$ cat config.mk
export PLATFORM = sky130hd
export DESIGN_NAME = seq_detect_prog
export DESIGN_NICKNAME = d
export VERILOG_FILES = /design/src/rtl/seq_detect_pkg.sv /design/src/rtl/sat_counter.sv /design/src/rtl/seq_detect_prog.sv
export SDC_FILE = /design/constraint.sdc
export NUM_CORES = 1
export LEC_CHECK = 0
export ABC_AREA = 0
export BUFFER_PORTS_ARGS = -buffer_cell sky130_fd_sc_hd__buf_2
export CAP_MARGIN = 20
export CORE_UTILIZATION = 47
export CTS_CLUSTER_SIZE = 24
export DETAILED_ROUTE_END_ITERATION = 7
export GPL_TIMING_DRIVEN = 0
export PLACE_DENSITY = 0.66
export SYNTH_ARGS = -nofsm -noshare
export SYNTH_HDL_FRONTEND = slang
export SYNTH_SLANG_ARGS = --single-unit
export TNS_END_PERCENT = 1
$ cat constraint.sdc
create_clock -name clk -period 2.3 [get_ports clk]
set_input_delay 0.345 -clock clk [delete_from_list [all_inputs] [get_ports clk]]
set_output_delay 0.345 -clock clk [all_outputs]
set_load 0.01 [all_outputs]
$ cat src/rtl/seq_detect_pkg.sv
// -----------------------------------------------------------------------------
// seq_detect_pkg
// Shared definitions for the programmable serial pattern detector:
//   - state encoding (IDLE / FILL / ARMED)
//   - default pattern and default overlap mode used at reset
// -----------------------------------------------------------------------------
package seq_detect_pkg;

    // Detector state encoding, kept as plain 2-bit constants so that legacy
    // framing logic can decode it directly.
    typedef logic [1:0] state_t;

    localparam state_t IDLE  = 2'b00;
    localparam state_t FILL  = 2'b01;
    localparam state_t ARMED = 2'b10;

    // Reset-time defaults; bit 3 of the pattern is the first bit received.
    localparam logic [3:0] DEF_PATTERN = 4'b1011;
    localparam logic       DEF_OVERLAP = 1'b1;

endpackage : seq_detect_pkg

$ cat src/rtl/sat_counter.sv
// -----------------------------------------------------------------------------
// sat_counter
// Saturating up-counter with a synchronous clear that has priority over inc.
// Ports:
//   clk    : clock, rising edge
//   clear  : asynchronous active-high reset (value -> 0)
//   inc    : add one on this edge unless already at the maximum value
//   clr    : synchronous clear, wins over a simultaneous inc
//   value  : registered count, sticks at 2^COUNT_W-1
// -----------------------------------------------------------------------------
module sat_counter #(
    parameter int COUNT_W = 8
) (
    input  logic               clk,
    input  logic               clear,
    input  logic               inc,
    input  logic               clr,
    output logic [COUNT_W-1:0] value
);

    localparam logic [COUNT_W-1:0] MAX_VAL  = {COUNT_W{1'b1}};
    localparam logic [COUNT_W-1:0] ZERO_VAL = {COUNT_W{1'b0}};

    logic [COUNT_W-1:0] value_r;

    // Count register: clear first, then saturating increment.
    always_ff @(posedge clk or posedge clear) begin
        if (clear) begin
            value_r <= ZERO_VAL;
        end else if (clr) begin
            value_r <= ZERO_VAL;
        end else if (inc && (value_r != MAX_VAL)) begin
            value_r <= value_r + {{(COUNT_W-1){1'b0}}, 1'b1};
        end else begin
            value_r <= value_r;
        end
    end

    assign value = value_r;

endmodule : sat_counter

$ cat src/rtl/seq_detect_prog.sv
// -----------------------------------------------------------------------------
// seq_detect_prog
// Runtime-programmable serial bit-pattern detector with a saturating match
// counter.
// Ports:
//   clk         : clock, all state on rising edge
//   clear       : asynchronous active-high reset
//   in          : serial data bit
//   in_valid    : a bit is consumed only on edges where this is high
//   pat_load    : load pat_in / overlap_in, restart detection (same-edge bit dropped)
//   pat_in      : new pattern, bit LEN-1 is the first bit received
//   overlap_in  : new overlap mode (1 = overlapping)
//   count_clr   : synchronous clear of match_count (wins over a match)
//   match       : registered one-cycle pulse after the edge taking the last bit
//   match_count : saturating number of matches
//   armed       : registered, high while LEN valid bits are held
// -----------------------------------------------------------------------------
module seq_detect_prog
    import seq_detect_pkg::*;
#(
    parameter int             LEN             = 4,
    parameter logic [LEN-1:0] PATTERN         = LEN'(DEF_PATTERN),
    parameter logic           OVERLAP_DEFAULT = DEF_OVERLAP,
    parameter int             COUNT_W         = 8
) (
    input  logic               clk,
    input  logic               clear,
    input  logic               in,
    input  logic               in_valid,
    input  logic               pat_load,
    input  logic [LEN-1:0]     pat_in,
    input  logic               overlap_in,
    input  logic               count_clr,
    output logic               match,
    output logic [COUNT_W-1:0] match_count,
    output logic               armed
);

    localparam int             FW        = $clog2(LEN + 1);
    localparam logic [FW-1:0]  FILL_FULL = FW'(LEN);
    localparam logic [FW-1:0]  FILL_ZERO = {FW{1'b0}};
    localparam logic [FW-1:0]  FILL_ONE  = FW'(1);
    localparam logic [LEN-1:0] HIST_ZERO = {LEN{1'b0}};

    logic [LEN-1:0] pattern_r;
    logic           overlap_r;
    logic [LEN-1:0] hist_r;
    logic [FW-1:0]  fill_r;
    state_t         state_r;
    logic           match_r;
    logic           armed_r;

    logic [LEN-1:0] pattern_s;
    logic           overlap_s;
    logic [LEN-1:0] hist_s;
    logic [FW-1:0]  fill_s;
    state_t         state_s;
    logic           match_s;
    logic [LEN-1:0] hist_upd_s;
    logic [FW-1:0]  fill_upd_s;
    logic           hit_s;

    // Shifted history and saturating fill for the bit offered this cycle.
    always_comb begin
        hist_upd_s = {hist_r[LEN-2:0], in};
        case (state_r)
            ARMED:   fill_upd_s = FILL_FULL;
            IDLE:    fill_upd_s = FILL_ONE;
            FILL:    fill_upd_s = fill_r + FILL_ONE;
            default: fill_upd_s = FILL_ZERO;
        endcase
        // Requiring a full history blocks false hits on the zeroed register.
        hit_s = (fill_upd_s == FILL_FULL) && (hist_upd_s == pattern_r);
    end

    // Next-state selection: pattern load beats data, idle cycles hold.
    always_comb begin
        pattern_s = pattern_r;
        overlap_s = overlap_r;
        hist_s    = hist_r;
        fill_s    = fill_r;
        match_s   = 1'b0;
        if (pat_load) begin
            pattern_s = pat_in;
            overlap_s = overlap_in;
            hist_s    = HIST_ZERO;
            fill_s    = FILL_ZERO;
        end else if (in_valid) begin
            hist_s  = hist_upd_s;
            match_s = hit_s;
            // Non-overlapping mode demands LEN fresh bits after each match.
            if (hit_s && !overlap_r) begin
                fill_s = FILL_ZERO;
            end else begin
                fill_s = fill_upd_s;
            end
        end else begin
            match_s = 1'b0;
        end
    end

    // State follows directly from the fill level.
    always_comb begin
        if (fill_s == FILL_ZERO) begin
            state_s = IDLE;
        end else if (fill_s == FILL_FULL) begin
            state_s = ARMED;
        end else begin
            state_s = FILL;
        end
    end

    // Detector state registers.
    always_ff @(posedge clk or posedge clear) begin
        if (clear) begin
            pattern_r <= PATTERN;
            overlap_r <= OVERLAP_DEFAULT;
            hist_r    <= HIST_ZERO;
            fill_r    <= FILL_ZERO;
            state_r   <= IDLE;
            match_r   <= 1'b0;
            armed_r   <= 1'b0;
        end else begin
            pattern_r <= pattern_s;
            overlap_r <= overlap_s;
            hist_r    <= hist_s;
            fill_r    <= fill_s;
            state_r   <= state_s;
            match_r   <= match_s;
            armed_r   <= (state_s == ARMED);
        end
    end

    sat_counter #(
        .COUNT_W (COUNT_W)
    ) u_count (
        .clk   (clk),
        .clear (clear),
        .inc   (match_s),
        .clr   (count_clr),
        .value (match_count)
    );

    assign match = match_r;
    assign armed = armed_r;

endmodule : seq_detect_prog

# --- After elaboration in Yosys (flattened, before gate mapping) ---
# Index checks and enable logic that the tools add are counted.
# Widths: inputs -> output; s select.
word_totals:
  out_inout_bits: 10
  wordCells: 37
  in_bits: 11
  regBits: 23
classes:
  eq_ne: 7
  mux: 12
  addsub: 2
  n_reduce_logical: 8
op_table:
  columns: ["op", "n"]
  rows:
  - ["$mux 8", 2]
  - ["$mux 3", 5]
  - ["$pmux 3 s3", 1]
  - ["$add 8x1->8 const B", 1]
  - ["$ne 8x8->1 const B", 1]
  - ["$eq 3x3->1 const B", 2]
  - ["$eq 2x2->1 const B", 2]
  - ["$eq 4x4->1", 1]
  - ["$mux 2", 2]
  - ["$reduce_bool 2->1", 2]
  - ["$add 3x1->3 const B", 1]
  - ["$logic_and 1x1->1", 3]
  - ["$logic_not 3->1", 1]
  - ["$eq 2x1->1 const B", 1]
  - ["$logic_not 2->1", 1]
  - ["$mux 1", 2]
  - ["$logic_not 1->1", 1]

# --- Longest topological paths before layout ---
# Gate-level depths: netlist (run 1).
logic_depth:
  ltp_word: 12
  mapped_depth: 6
  mapped_depth_nobuf: 6

# --- Hierarchy ---
# From an unflattened synthesis (run 1), not the netlist that was laid out.
unflattened:
  hier_cells: 109
  hier_area_um2: 1201.2
by_module_without_submodules:
  columns: ["module", "seq_area_each_um2", "cells_per_inst", "n_inst", "area_each_um2"]
  rows:
  - ["seq_detect_prog", 355.3, 60, 1, 696.9]
  - ["sat_counter", 200.2, 49, 1, 504.2]

# --- Worst setup path after synthesis (run 1) ---
# OpenSTA, ideal clock, no wires.
synth_timing:
  path_type: "register to register"
  startpoint: "reg fill_r[0]"
  endpoint: "reg u_count.value_r[6], in the netlist u_count.value[6]"
  n_path_buf: 0
  setup_time_ps: 78
  path_stages_with_launch: 7
  synth_period_minus_slack_ps: 1747
  slack_ps: 553
  t_required_ps: 2222
  arrival_ps: 1670
  path_cell_list: "dfrtp_1 -> ha_1 -> nor2b_1 -> o311a_2 -> nand4b_4 -> or4_1 -> a21oi_1"
synth_via:
  elab_chain_len: 8
synth_lines:
  columns: ["item", "line", "source"]
  rows:
  - ["start: declaration", "seq_detect_prog.sv:48", "logic [FW-1:0] fill_r;"]
  - ["start signal: assignment", "seq_detect_prog.sv:127", "fill_r <= fill_s;"]
  - ["$add 3x1->3", "seq_detect_prog.sv:69", "FILL: fill_upd_s = fill_r + FILL_ONE;"]
  - ["$pmux 3 s3", "seq_detect_prog.sv:66", "case (state_r)"]
  - ["$eq 3x3->1", "seq_detect_prog.sv:73", "hit_s = (fill_upd_s == FILL_FULL) && (hist_upd_s == pattern_r);"]
  - ["$logic_and 1x1->1", "seq_detect_prog.sv:73", null]
  - ["$mux 1", "seq_detect_prog.sv:88", "end else if (in_valid) begin"]
  - ["$mux 1", "seq_detect_prog.sv:83", "if (pat_load) begin"]
  - ["$logic_and 1x1->1", "sat_counter.sv:32", "end else if (inc && (value_r != MAX_VAL)) begin"]
  - ["$reduce_bool 2->1 (no line)", null, null]
  - ["end signal: assignment", "sat_counter.sv:33", "value_r <= value_r + {{(COUNT_W-1){1'b0}}, 1'b1};"]
  - ["end signal: assignment", "sat_counter.sv:35", "value_r <= value_r;"]
  - ["end: declaration", "sat_counter.sv:24", "logic [COUNT_W-1:0] value_r;"]
# Every way passes these cells.
# A chain may end at the register's enable or synchronous reset.

# --- Final worst setup path (run 1) ---
layout_timing:
  startpoint: "reg pattern_r[3]"
  endpoint: "reg u_count.value_r[0], in the netlist u_count.value[0]"
layout_via:
  elab_chain_len: 6
layout_lines:
  columns: ["item", "line", "source"]
  rows:
  - ["start: declaration", "seq_detect_prog.sv:45", "logic [LEN-1:0] pattern_r;"]
  - ["start signal: assignment", "seq_detect_prog.sv:124", "pattern_r <= pattern_s;"]
  - ["$eq 4x4->1", "seq_detect_prog.sv:73", null]
  - ["$logic_and 1x1->1", "seq_detect_prog.sv:73", null]
  - ["$mux 1", "seq_detect_prog.sv:88", null]
  - ["$mux 1", "seq_detect_prog.sv:83", null]
  - ["$logic_and 1x1->1", "sat_counter.sv:32", null]
  - ["$reduce_bool 2->1 (no line)", null, null]
# Every way passes these cells.

==> results of run 1 <==
-- layer usage --
metal / GRT usage, % / up-vias / part of all wire (%)
met5: 0 / - / 0
met4: 9.46 / 0 / 1.1
met3: 3.51 / 4 / 2.7
met2: 31.8 / 18 / 50
met1: 28.0 / 454 / 46
li1: - / 451 / -
-- kinds of logic after synthesis --
logic type / after synthesis / synth area share [%]
mux: 11 / 10.1
flops: 22 / 47.3
simple gates: 45 / 23.2
buf+inv: 7 / 2.45
fa+ha+maj: 2 / 2.13
compound gates: 18 / 11.1
xor+xnor: 5 / 3.73
-- cell usage in the layout (no fill, tap or decap), types with 2 or more instances in the layout --
cell type / Yosys / routed
sky130_fd_sc_hd__dfrtp_1: 18 / 18
sky130_fd_sc_hd__nand2_1: 7 / 7
sky130_fd_sc_hd__inv_1: 2 / 2
sky130_fd_sc_hd__buf_2: 2 / 20
sky130_fd_sc_hd__mux2_2: 5 / 5
sky130_fd_sc_hd__o21ai_0: 3 / 3
sky130_fd_sc_hd__clkbuf_4: 0 / 3
sky130_fd_sc_hd__dfstp_2: 4 / 4
sky130_fd_sc_hd__ha_1: 2 / 2
sky130_fd_sc_hd__o31ai_1: 2 / 2
sky130_fd_sc_hd__nor3_1: 2 / 2
sky130_fd_sc_hd__or4_1: 2 / 2
sky130_fd_sc_hd__or3_1: 2 / 2
sky130_fd_sc_hd__nor4_1: 3 / 3
sky130_fd_sc_hd__nor2_1: 11 / 11
sky130_fd_sc_hd__xor2_1: 5 / 5
sky130_fd_sc_hd__nand4_1: 5 / 5
sky130_fd_sc_hd__mux2i_1: 4 / 4
sky130_fd_sc_hd__a21oi_1: 5 / 5
sky130_fd_sc_hd__nand2b_1: 2 / 2
sky130_fd_sc_hd__nor2b_1: 5 / 5
sky130_fd_sc_hd__mux2_1: 2 / 2
sky130_fd_sc_hd__clkbuf_1: 3 / 3
-- worst max-delay path: stages (launching register included) --
cell and delay [ns]:
sky130_fd_sc_hd__dfstp_2 0.56, sky130_fd_sc_hd__xor2_1 0.07, sky130_fd_sc_hd__nor4_1 0.33, sky130_fd_sc_hd__o21ai_1 0.23
sky130_fd_sc_hd__nor4_2 0.38, sky130_fd_sc_hd__mux2_1 0.36
-- where the power goes --
part           leakage (nW)  internal (mW)  switching [mW]  total, mW
Combinational         0.316         0.0271          0.0337     0.0609
Clock                0.0279          0.176           0.122      0.298
Sequential            0.288          0.406          0.0109      0.417
Total                 0.632          0.609           0.166      0.775
-- through the flow --
step                power [mW]  worst slack [ns]  util [%]  hold slack, ns  instances
CTS                      0.787             0.259      59.4           0.194        160
floorplan                0.466             0.553         -           0.331        110
detailed placement       0.486             0.294      57.1           0.528        156
finish                   0.775             0.263      59.4           0.169        160
global placement         0.483             0.314      57.1           0.518        156
global route             0.809            0.0557      59.4           0.243        160
-- registers in the layout (all words and copies together), names as in the netlist --
| name | cells |
|---|---|
| fill_r | 3 |
| match | 1 |
| state_r | 1 |
| u_count.value | 8 |
| armed | 1 |
| hist_r | 3 |
| pattern_r | 4 |
| overlap_r | 1 |
-- final cells by class --
cell class                 count  area (µm²)
clock buffer                   3        22.5
inverter                       2        7.51
multi-input combinational     81         591
sequential                    22         556
fill                         206         923
timing repair buffer          18        90.1
buffer                         5        21.3
clock inverter                 1        30.0
tap                           28        35.0
-- worst max-delay path by stage --
stage                             to  slack [ns]
floorplan           u_count.value[6]        0.55
global placement    u_count.value[0]        0.31
detailed placement  u_count.value[0]        0.29
CTS                 u_count.value[0]        0.26
global route                   armed        0.06
finish              u_count.value[0]        0.26
==> results.md, run 1 <==
- The tool flagged a number of max-cap violations equal to 0.
- The finished cells cover about 1400 µm².
- The post-detailed-routing wire length is ~2400 µm.
- Across every metal layer, demand over resource in global routing totals roughly a fifth.
- The instance area at placement is around 1300 µm².
- By instance count, the leading cell after synthesis is sky130_fd_sc_hd__dfrtp_1.
- The detailed router placed 927 vias in this run.
- The cell chosen for the clock root is sky130_fd_sc_hd__clkbuf_4.
- The run finished with clean final reports.
- The routability congestion estimate is 0.783.
- The tightest slew margin relative to the limit is 45.1%.
- Of all flip-flops after synthesis, the portion carrying an async set or reset was 100%.
- The number of register bits inferred by synthesis is 22.
- The floorplan step set the die height to approximately 52 µm.
- The CTS tree is built.
- The clock passes through at most 2 buffers.
- Setup slack on the worst reg-to-reg path comes out at approximately 0.26 ns.
- For this run, the number of Yosys warnings is 0.
- The number of cells on the worst reg-to-reg path is 5.
- During I/O placement, the number of pins put on the boundary was 21.
- The leakage power summed over all cells is about 0.63 nW.
- In this run, the number of DRC markers left after iteration 0 of detailed routing was 19.
- The wire length per cell is ~15 µm.
- The count of flip-flops with a built-in enable after synthesis is 0.
- In the synthesized netlist, the number of instances is 110.
- After clock tree synthesis, the repair step resized 0 gates.
- The floorplan step set the die width to roughly 52 µm.
- The maximum number of pins on one net before global-route repair is 23.
- The top fanout value on the critical path is 5.
- The fmax is approximately 0.49 GHz.
- A synthesized cell averages ~11 µm².
- For the final database, setup skew stands at 0.00300 ns.
- The area added between synthesis and finish is 15.1%.
- The number of search-and-repair iterations in the first detailed-routing pass is 4.
- The capturing point of the worst reg2reg path is u_count.value[0].
- The average via count per standard cell is around 5.8.
- The total congestion overflow is 0.
- Summed over all nets, the half-perimeter wirelength after detailed placement is approximately 1700 µm.
- In the synthesized netlist the dominant register cell turns out to be sky130_fd_sc_hd__dfrtp_1.
- After layout, the worst path uses around 90% of the clock period.
- The total inserted antenna cells is 0.
- The area of the core is between 2000 and 2500 µm².
- In the routed design, unresolved DRC markers number 0.
- The first-pass GRT wire length is about 4000 µm.
- Once detail routing completed, the nets flagged for antenna violations numbered 0.
- The endpoint arrival time on the critical path is around 2.3 ns.
- The die area is between 2000 and 3000 µm².
- The type of origin of the critical path is a register.
- The setup path with the least slack is of type register to register.
- The via count of the first global-routing pass was 864.
- The count of endpoints failing hold in the final timing report is 0.
- The path class of the tightest hold or removal check is primary input to asynchronous set/reset pin.
- The required time at the endpoint of the critical path is between 2 and 3 ns.
- Setup repair after global routing left no endpoint under its margin.
- The number of cell rows is 17.
- The clock input transition at the sequential cells of the worst setup and hold paths is ~0.13 ns.
- The number of antenna violations at the first check in global routing was 0.
- The critical register-to-register path startpoint is pattern_r[3].
- For this run, the register share of the synthesized area comes to a little under half.
- In this run, post-CTS hold repair placed 0 buffers.
- The total of endpoints with negative setup slack in the final report is 0.
- By count the netlist is led by sky130_fd_sc_hd__dfrtp_1, sky130_fd_sc_hd__nor2_1, sky130_fd_sc_hd__nand2_1.
- The number of buffers inserted during clock tree synthesis is 3.
- The count of final max-slew check failures is 0.
- The netlist uses 36 different library cells.
- The initial cell density of the core is roughly half.
- The slew of the pin with the lowest slew margin is about 0.82 ns.
- The type of destination of the critical path is a register.
- During placement, the flow inserted port buffers numbering 18.
- The number of nets handed over by synthesis was 123.
- Sorting the synthesized cells by area gives the leading types as sky130_fd_sc_hd__dfrtp_1, sky130_fd_sc_hd__dfstp_2, sky130_fd_sc_hd__mux2_2.
- The share of final-layout standard cells stronger than drive strength 1 is between 20 and 30%.
- In this run the power density over the cells is ~570 nW/µm².
- For this design, the sink count on the clock tree is 22.
- In the final timing run, aggregate negative setup slack is 0 ns.
- The most critical setup path has its startpoint at pattern_r[3].
- Buffers added to address setup during post-CTS repair amount to 0.
- After layout, the minimum clock period comes to between 2 and 2.5 ns.
- The later pin in the worst-skew pair is clocked with a latency of 0.31 ns.
- The H-tree depth is 1.
- Across the VDD grid, the largest voltage drop is 423 µV.
- The most area-hungry cell type in the Yosys netlist is sky130_fd_sc_hd__dfrtp_1.
- The share of the synthesized area in the top cell type is 38.3%.
- After synthesis the cells add up to 1170 µm².
- The final-stage net count is around 150.
Power figures use the tool's default switching activity.
==> run 2: changes to the inputs <==
- CORE_UTILIZATION: 47 -> 42
- PLACE_DENSITY: 0.66 -> 0.6
==> run 2 against run 1 <==
Power up 1.4%. Combinational power grew 0.8%. Largest cell class unchanged. Flip-flop and latch count stayed put. Sequential share of layout area fell by 0.076 points. Design area increased by 0.18%. Non-clock buffer count did not move. Maximum frequency grew 2.4%. Worst setup slack improved by 0.048 ns. Clock skew up 0.0068 ns. Critical path depth did not move. Critical endpoint unchanged.
==> results.md, run 2 (same netlist as run 1, synthesis figures left out) <==
- The internal reg-to-reg setup slack is 0.31 ns (was 0.26 ns).
- The post-route DRC violation count was 0 (unchanged).
- The post-route total power is 0.786 mW (was 0.775 mW).
- The total of endpoints with negative setup slack in the final report came to 0 (unchanged).
- RSZ-0062 raised after global routing: no (unchanged).
- The critical register-to-register path startpoint is pattern_r[3] (unchanged).
- The slew of the pin with the lowest slew margin is 0.844 ns (was 0.822 ns).
- The max-capacitance violation count is 0 (unchanged).
- The count of final max-slew check failures is 0 (unchanged).
- The number of design-rule violations left by the first detailed-router iteration is 14 (was 19).
- The share of final-layout standard cells stronger than drive strength 1 is 28.8% (unchanged).
- The kind of cell adding the most delay to the critical path is simple AND/OR/NAND/NOR gates (unchanged).
- The number of buffers inserted during clock tree synthesis is 3 (unchanged).
- The maximum number of pins on one net before global-route repair was 23 (unchanged).
- The worst setup path startpoint is pattern_r[3] (unchanged).
- The number of search-and-repair iterations in the first detailed-routing pass is 7 (was 4).
- The largest voltage drop on the vdd net is 401 µV (was 423 µV).
- The top fanout value on the critical path came to 5 (unchanged).
- The initial cell density of the core is 45.8% (was 51.6%).
- The most common cell after layout, fill and taps aside is sky130_fd_sc_hd__buf_2 (unchanged).
- The first-pass GRT wire length is 4100 µm (was 4000 µm).
- The HPWL reported at the end of detailed placement was 1750 µm (was 1740 µm).
- The ratio of final minimum period to clock period is 86.4% (was 88.6%).
- The endpoint arrival time on the critical path is 2.20 ns (was 2.25 ns).
- The die area is 3010 µm² (was 2700 µm²).
- The maximum root-to-sink buffer count is 2 (unchanged).
- The number of setup buffers added after CTS is 0 (unchanged).
- The final-stage net count is 146 (unchanged).
- The count of vias placed by the detailed router is 943 (was 927).
- The later-pin clock latency in the skew report is 0.32 ns (was 0.31 ns).
- The clock input transition at the sequential cells of the worst setup and hold paths is 0.14 ns (was 0.13 ns).
- The capturing point of the worst reg2reg path is u_count.value[0] (unchanged).
- The number of cell rows is 18 (was 17).
- The capture point of the worst path is u_count.value[0] (unchanged).
- The routability congestion estimate is 0.804 (was 0.783).
- The required time at the endpoint of the critical path is 2.51 ns (about the same).
- The area of the core is 2570 µm² (was 2280 µm²).
- The type of origin of the critical path is a register (unchanged).
- The delay contributed by the slowest stage of the critical path came to 0.56 ns (about the same).
- The worst-case clock skew was 0.00979 ns (was 0.00300 ns).
- The wire length per cell came to 15.0 µm (was 14.9 µm).
- The cell chosen for the clock root is sky130_fd_sc_hd__clkbuf_4 (unchanged).
- The via count of the first global-routing pass is 900 (was 864).
- The total number of clock tree sinks is 22 (unchanged).
- The final sum of negative setup slack was 0 ns (unchanged).
- The tightest slew margin relative to the limit is 43.7% (was 45.1%).
- The average via count per standard cell was 5.82 (was 5.79).
- The leakage power summed over all cells is 0.632 nW (unchanged).
- The die extent in y was 54.9 µm (was 52.0 µm).
- The CTS tree is built (unchanged).
- The number of input and output port buffers inserted is 18 (unchanged).
- The final critical-path required period was 1.99 ns (was 2.04 ns).
- The total of cells resized after clock tree synthesis was 0 (unchanged).
- The number of antenna violations at the first check in global routing was 0 (unchanged).
- The overall fraction of global-route tracks in use is 19.3% (was 20.6%).
- The path depth of the worst reg2reg path came to 5 (unchanged).
- The class of the worst hold path is primary input to asynchronous set/reset pin (unchanged).
- The count of endpoints failing hold in the final timing report is 0 (unchanged).
- The type of destination of the critical path is a register (unchanged).
- The critical-path cell with the highest stage delay is sky130_fd_sc_hd__dfstp_2 (unchanged).
- The post-detailed-routing wire length was 2420 µm (was 2380 µm).
- The flip-flop count of the largest register, all copies and words added is 8 (unchanged).
- The number of primary I/O pins is 21 (unchanged).
- The total inserted antenna cells is 0 (unchanged).
- The total congestion overflow was 0 (unchanged).
- The number of buffers inserted for hold repair after clock tree synthesis is 0 (unchanged).
- The number of buffers and inverters on the critical path is 0 (unchanged).
- The fmax was 0.503 GHz (was 0.491 GHz).
- The horizontal extent of the die was 54.9 µm (was 52.0 µm).
- The H-tree depth is 1 (unchanged).
- The power per cell area was 580 nW/µm² (was 573 nW/µm²).
- Cell-by-cell listing of the critical path: xor2_1, nor4_1, o21ai_1, nor4_2, mux2_1 (unchanged).
- The cell depth of the worst setup path was 5 (unchanged).
- Commonest non-fill, non-tap cells in the layout: sky130_fd_sc_hd__buf_2, sky130_fd_sc_hd__dfrtp_1, sky130_fd_sc_hd__nor2_1 (unchanged).
- Status: finished clean (unchanged).
- The kind of critical path is register to register (unchanged).
- The area added between synthesis and finish is 15.3% (was 15.1%).
- The number of nets still failing antenna checks after routing is 0 (unchanged).
==> run 2: cell counts in the layout (fill, tap and decap cells not counted) <==
Identical to the previous run, type by type.
==> run 2: through the flow <==
| step | hold slack (ns) | util, % | worst slack [ns] | cells | cell area (µm²) |
|---|---|---|---|---|---|
| floorplan | 0.331 | - | 0.553 | 110 | 1170 |
| global placement | 0.529 | 50.7 | 0.319 | 158 | 1300 |
| detailed placement | 0.519 | 50.7 | 0.313 | 158 | 1300 |
| CTS | 0.207 | 52.8 | 0.283 | 162 | 1360 |
| global route | 0.228 | 52.8 | 0.149 | 162 | 1360 |
| finish | 0.163 | 52.8 | 0.312 | 162 | 1360 |
==> run 2: layer usage <==
| metal | part of all wire (%) | global-route usage, % | vias to the layer above |
|---|---|---|---|
| met5 | 0 | 0 | - |
| met4 | 1.3 | 7.50 | 0 |
| met3 | 3.0 | 3.28 | 4 |
| met2 | 49 | 30.1 | 20 |
| met1 | 47 | 26.4 | 466 |
| li1 | - | - | 453 |
==> run 2: area by class of cell <==
cell class	instances	area (µm²)
Timing Repair Buffer	18	90.1
Clock inverter	1	30.0
Tap cell	30	37.5
Buffer	5	21.3
Sequential cell	22	556
Fill cell	249	1210
Inverter	2	7.51
Multi-Input combinational cell	81	591
Clock buffer	3	22.5
==> run 2: power by group <==
| part | switching, mW | internal [mW] | total [mW] | leakage [nW] |
|---|---|---|---|---|
| clock | 0.132 | 0.176 | 0.308 | 0.0279 |
| combinational | 0.0343 | 0.0272 | 0.0614 | 0.316 |
| sequential | 0.0110 | 0.406 | 0.417 | 0.288 |
| total | 0.177 | 0.609 | 0.786 | 0.632 |
==> run 2: worst min-delay path by stage <==
| stage | endpoint | depth (start not counted) | slack, ns | startpoint |
|---|---|---|---|---|
| finish | pattern_r[2] | 2 | 0.16 | clear |
| global route | pattern_r[2] | 2 | 0.23 | pat_in[2] |
| CTS | pattern_r[2] | 2 | 0.21 | clear |
| detailed placement | pattern_r[2] | 1 | 0.52 | pattern_r[2] |
| global placement | pattern_r[2] | 1 | 0.53 | pattern_r[2] |
| floorplan | armed | 1 | 0.33 | clear |
==> run 3: changes to the inputs <==
- CELL_PAD_IN_SITES_DETAIL_PLACEMENT: unset -> 2
- CELL_PAD_IN_SITES_GLOBAL_PLACEMENT: unset -> 2
- CORE_UTILIZATION: 42 -> 35
- PLACE_DENSITY: 0.6 -> 0.74
- SYNTH_HIERARCHICAL: unset -> 1
==> run 3 against run 2 <==
The flow now finishes with violations (negative setup slack). Flip-flop and latch count is the same. Synthesized area grew 2.2%. Clock skew shrank 0.0028 ns. Die area grew 22%. Highest routed layer unchanged.
==> results.md, run 3 <==
- Status: finished with violations (was finished clean).
- The later-pin clock latency in the skew report is 0.32 ns (about the same).
- The required time at the endpoint of the critical path came to 2.53 ns (was 2.51 ns).
- The kind of critical path is register to register (unchanged).
- The final setup slack of the worst path is -0.0286 ns (was 0.312 ns).
- The slew of the pin with the lowest slew margin came to 0.525 ns (was 0.844 ns).
- The wire length per cell is 16.2 µm (was 15.0 µm).
- The fmax was 0.429 GHz (was 0.503 GHz).
- The worst slack at placement is -0.291 ns (was 0.313 ns).
- The number of register bits inferred by synthesis is 22 (unchanged).
- The die area came to 3670 µm² (was 3010 µm²).
- The die extent in y is 60.6 µm (was 54.9 µm).
- The switching power summed over all nets was 0.182 mW (was 0.177 mW).
- The cell area after synthesis came to 1200 µm² (was 1170 µm²).
- The number of filler cells placed in the layout is 365 (was 249).
- The via count of the first global-routing pass is 1032 (was 900).
- The net switching fraction of the power is 25.2% (was 22.5%).
- The number of warning messages in the yosys log is 6 (was 0).
- The delay contributed by the slowest stage of the critical path is 0.44 ns (was 0.56 ns).
- Most numerous cell types in the synthesized netlist: sky130_fd_sc_hd__dfrtp_1, sky130_fd_sc_hd__nor2_1, sky130_fd_sc_hd__nor2b_1 (was sky130_fd_sc_hd__dfrtp_1, sky130_fd_sc_hd__nor2_1, sky130_fd_sc_hd__nand2_1).
- The number of cell rows is 20 (was 18).
- The sequential-to-total area share from yosys stat is 46.3% (was 47.3%).
- The top fanout value on the critical path is 3 (was 5).
- The number of input and output port buffers inserted is 19 (was 18).
- The dominant synthesized flop cell is sky130_fd_sc_hd__dfrtp_1 (unchanged).
- The relative contribution of the clock network to total power is 30.9% (was 39.2%).
- The area added between synthesis and finish is 21.4% (was 15.3%).
- The critical register-to-register path startpoint is fill_r[0] (was pattern_r[3]).
- The tightest slew margin relative to the limit is 65.0% (was 43.7%).
- The final design area excluding fillers is 1460 µm² (was 1360 µm²).
- The cell chosen for the clock root is sky130_fd_sc_hd__clkbuf_4 (unchanged).
- The kind of cell adding the most delay to the critical path is simple AND/OR/NAND/NOR gates (unchanged).
- The count of endpoints failing hold in the final timing report is 0 (unchanged).
- The max-capacitance violation count is 0 (unchanged).
- The largest voltage drop on the vdd net is 363 µV (was 401 µV).
- The power per cell area is 496 nW/µm² (was 580 nW/µm²).
- The post-synthesis adder-cell area fraction was 2.08% (was 2.13%).
- The basic-gate share of the synthesized area counting and, or, nand and nor cells is 19.5% (was 23.2%).
- The initial cell density of the core was 38.1% (was 45.8%).
- The first-pass GRT wire length is 5050 µm (was 4100 µm).
- The final-stage net count is 151 (was 146).
- The number of buffers inserted during clock tree synthesis is 3 (unchanged).
- The number of design-rule violations left by the first detailed-router iteration came to 17 (was 14).
- The path with the worst hold slack has its endpoint at overlap_r.
- The HPWL reported at the end of detailed placement came to 2100 µm (was 1750 µm).
- The total congestion overflow is 0 (unchanged).
- The count of final max-slew check failures is 0 (unchanged).
- The total of endpoints with negative setup slack in the final report was 1 (was 0).
- The clock input transition at the sequential cells of the worst setup and hold paths came to 0.13 ns (was 0.14 ns).
- The checks that failed: negative setup slack.
- The maximum number of pins on one net before global-route repair is 15 (was 23).
- The class of the worst hold path is primary input to register (was primary input to asynchronous set/reset pin).
- Commonest non-fill, non-tap cells in the layout: sky130_fd_sc_hd__buf_2, sky130_fd_sc_hd__dfrtp_1, sky130_fd_sc_hd__nor2_1 (unchanged).
- The proportion of synthesized flip-flops having asynchronous set or reset is 100% (unchanged).
- The power share of the sequential group was 57.9% (was 53.0%).
- The final standard cell utilization of the core is 46.2% (was 52.8%).
- The cell occurring most often along the worst timing path is sky130_fd_sc_hd__a21oi_2.
- The net count after synthesis is 122 (was 123).
- The post-detailed-routing wire length came to 2940 µm (was 2420 µm).
- The flip-flop count of the largest register, all copies and words added is 8 (unchanged).
- The most area-hungry cell type in the Yosys netlist is sky130_fd_sc_hd__dfrtp_1 (unchanged).
- The post-route total power is 0.723 mW (was 0.786 mW).
- The count of vias placed by the detailed router came to 954 (was 943).
- The overall fraction of global-route tracks in use was 19.8% (was 19.3%).
- The routability congestion estimate is 0.697 (was 0.804).
- The maximum root-to-sink buffer count was 2 (unchanged).
- The average via count per standard cell is 5.27 (was 5.82).
- The number of nets still failing antenna checks after routing is 0 (unchanged).
- The part of the power in combinational logic is 11.2% (was 7.8%).
- The number of antenna violations at the first check in global routing is 0 (unchanged).
- The ratio of final minimum period to clock period is 101% (was 86.4%).
- Synth top area cells: sky130_fd_sc_hd__dfrtp_1, sky130_fd_sc_hd__dfstp_2, sky130_fd_sc_hd__mux2i_1 (was sky130_fd_sc_hd__dfrtp_1, sky130_fd_sc_hd__dfstp_2, sky130_fd_sc_hd__mux2_2).
- The leakage power summed over all cells came to 0.690 nW (was 0.632 nW).
- The final critical-path required period came to 2.33 ns (was 1.99 ns).
- The path depth of the worst reg2reg path is 9 (was 5).
- Cell-by-cell listing of the critical path: ha_4, xor2_2, a21oi_2, or3b_4, nor3_4, nand4_1, buf_4, a21oi_2, mux2_4 (was xor2_1, nor4_1, o21ai_1, nor4_2, mux2_1).
- The share of final-layout standard cells stronger than drive strength 1 is 38.0% (was 28.8%).
- The CTS tree was built (unchanged).
- The total number of clock tree sinks came to 22 (unchanged).
- The number of primary I/O pins is 21 (unchanged).
- The start point of the worst min-delay path is overlap_in.
- The post-synthesis instance total was 109 (was 110).
- The area of the core is 3150 µm² (was 2570 µm²).
- The internal reg-to-reg setup slack is -0.03 ns (was 0.31 ns).
- The largest family of logic cells by synthesized area is simple AND/OR/NAND/NOR gates (unchanged).
- The instance area at placement was 1360 µm² (was 1300 µm²).
- The internal power summed over all cells is 0.540 mW (was 0.609 mW).
- The horizontal extent of the die was 60.6 µm (was 54.9 µm).
- The critical-path cell with the highest stage delay is sky130_fd_sc_hd__dfrtp_1 (was sky130_fd_sc_hd__dfstp_2).
- The number of search-and-repair iterations in the first detailed-routing pass is 4 (was 7).
- The post-route DRC violation count was 0 (unchanged).
- The library cell with the highest instance count after synthesis is sky130_fd_sc_hd__dfrtp_1 (unchanged).
- The mux contribution to synthesized area is 14.7% (was 10.1%).
- The H-tree depth is 1 (unchanged).
- The count of flip-flops with a built-in enable after synthesis was 0 (unchanged).
- The type of origin of the critical path was a register (unchanged).
- The most common cell after layout, fill and taps aside is sky130_fd_sc_hd__buf_2 (unchanged).
- The average cell area after synthesis is 11.0 µm² (was 10.7 µm²).
- The total inserted antenna cells is 0 (unchanged).
- The worst hold path passes through 2 cells.
- The type of destination of the critical path is a register (unchanged).
- The number of buffers and inverters on the critical path is 1 (was 0).
- The worst setup path startpoint is fill_r[0] (was pattern_r[3]).
- The endpoint arrival time on the critical path is 2.55 ns (was 2.20 ns).
- RSZ-0062 raised after global routing: yes (was no).
- The xor/xnor cell area share of the yosys netlist came to 3.65% (was 3.73%).
- The fraction of the mapped netlist area in compound gates was 10.8% (was 11.1%).
- The capturing point of the worst reg2reg path is u_count/value[3] (was u_count.value[0]).
- The number of unique standard cell types used by synthesis is 40 (was 36).
- The share of the synthesized area in the top cell type was 37.5% (was 38.3%).
- The worst-case clock skew is 0.00703 ns (was 0.00979 ns).
## run 3: cell types whose count changed after synthesis, sizes merged, moves of 3 or more
| cell | delta |
|---|---|
| nand4 | -3 |
| nor4 | -3 |
| o21ai | -4 |
| xnor2 | +4 |
| xor2 | -4 |
## run 3: logic make-up after synthesis
logic type,count (synthesis)
simple gates,41
mux,15
fa+ha+maj,2
flops,22
buf+inv,7
compound gates,17
xor+xnor,5
## run 3: how the worst max path moves through the flow
stage,endpoint,slack (ns),depth (start not counted)
final,u_count/value[3],-0.03,9
after global routing,u_count/value[3],-0.15,9
after CTS,u_count/value[3],-0.06,9
after detailed placement,u_count/value[5],-0.29,8
after global placement,u_count/value[5],-0.22,8
after floorplan,u_count/value[5],0.04,8
## run 3: per-layer routing
layer	global-route usage (%)	vias up	share of wire, %
met5	0	-	0
met3	4.48	4	2.8
met2	31.7	13	50
met4	8.77	0	1.9
li1	-	441	-
met1	25.6	496	45
## run 3: layout make-up
type	count	area (µm²)	area share (%)
tap	44	55.1	3.78
multi-input combinational	80	639	43.9
timing repair buffer	24	135	9.27
sequential	22	556	38.1
buffer	4	25.0	1.72
inverter	3	11.3	0.773
clock buffer	4	36.3	2.49
## run 3: power groups by stage
stage                     clock (mW)  sequential (mW)  combinational (mW)
after floorplan                    0            0.422              0.0530
after global placement             0            0.424              0.0721
after detailed placement           0            0.426              0.0759
after CTS                      0.236            0.419              0.0812
after global routing           0.245            0.421              0.0910
final                          0.223            0.419              0.0806
## run 3: what timing repair did
item                       in CTS  in global routing
setup endpoints to repair       5                  7
hold endpoints to repair        8                  0
gates resized for setup         2                  2
pin swaps                       5                  3
hold buffers                    1                  0
buffers inserted                3                  1
## run 3: per-stage QoR
step                TNS [ns]  hold WS [ns]  instances
floorplan                  0         0.161        109
global placement      -0.319         0.336        172
detailed placement    -0.554         0.342        172
CTS                   -0.102         0.244        180
global route          -0.451         0.246        181
finish               -0.0286         0.254        181
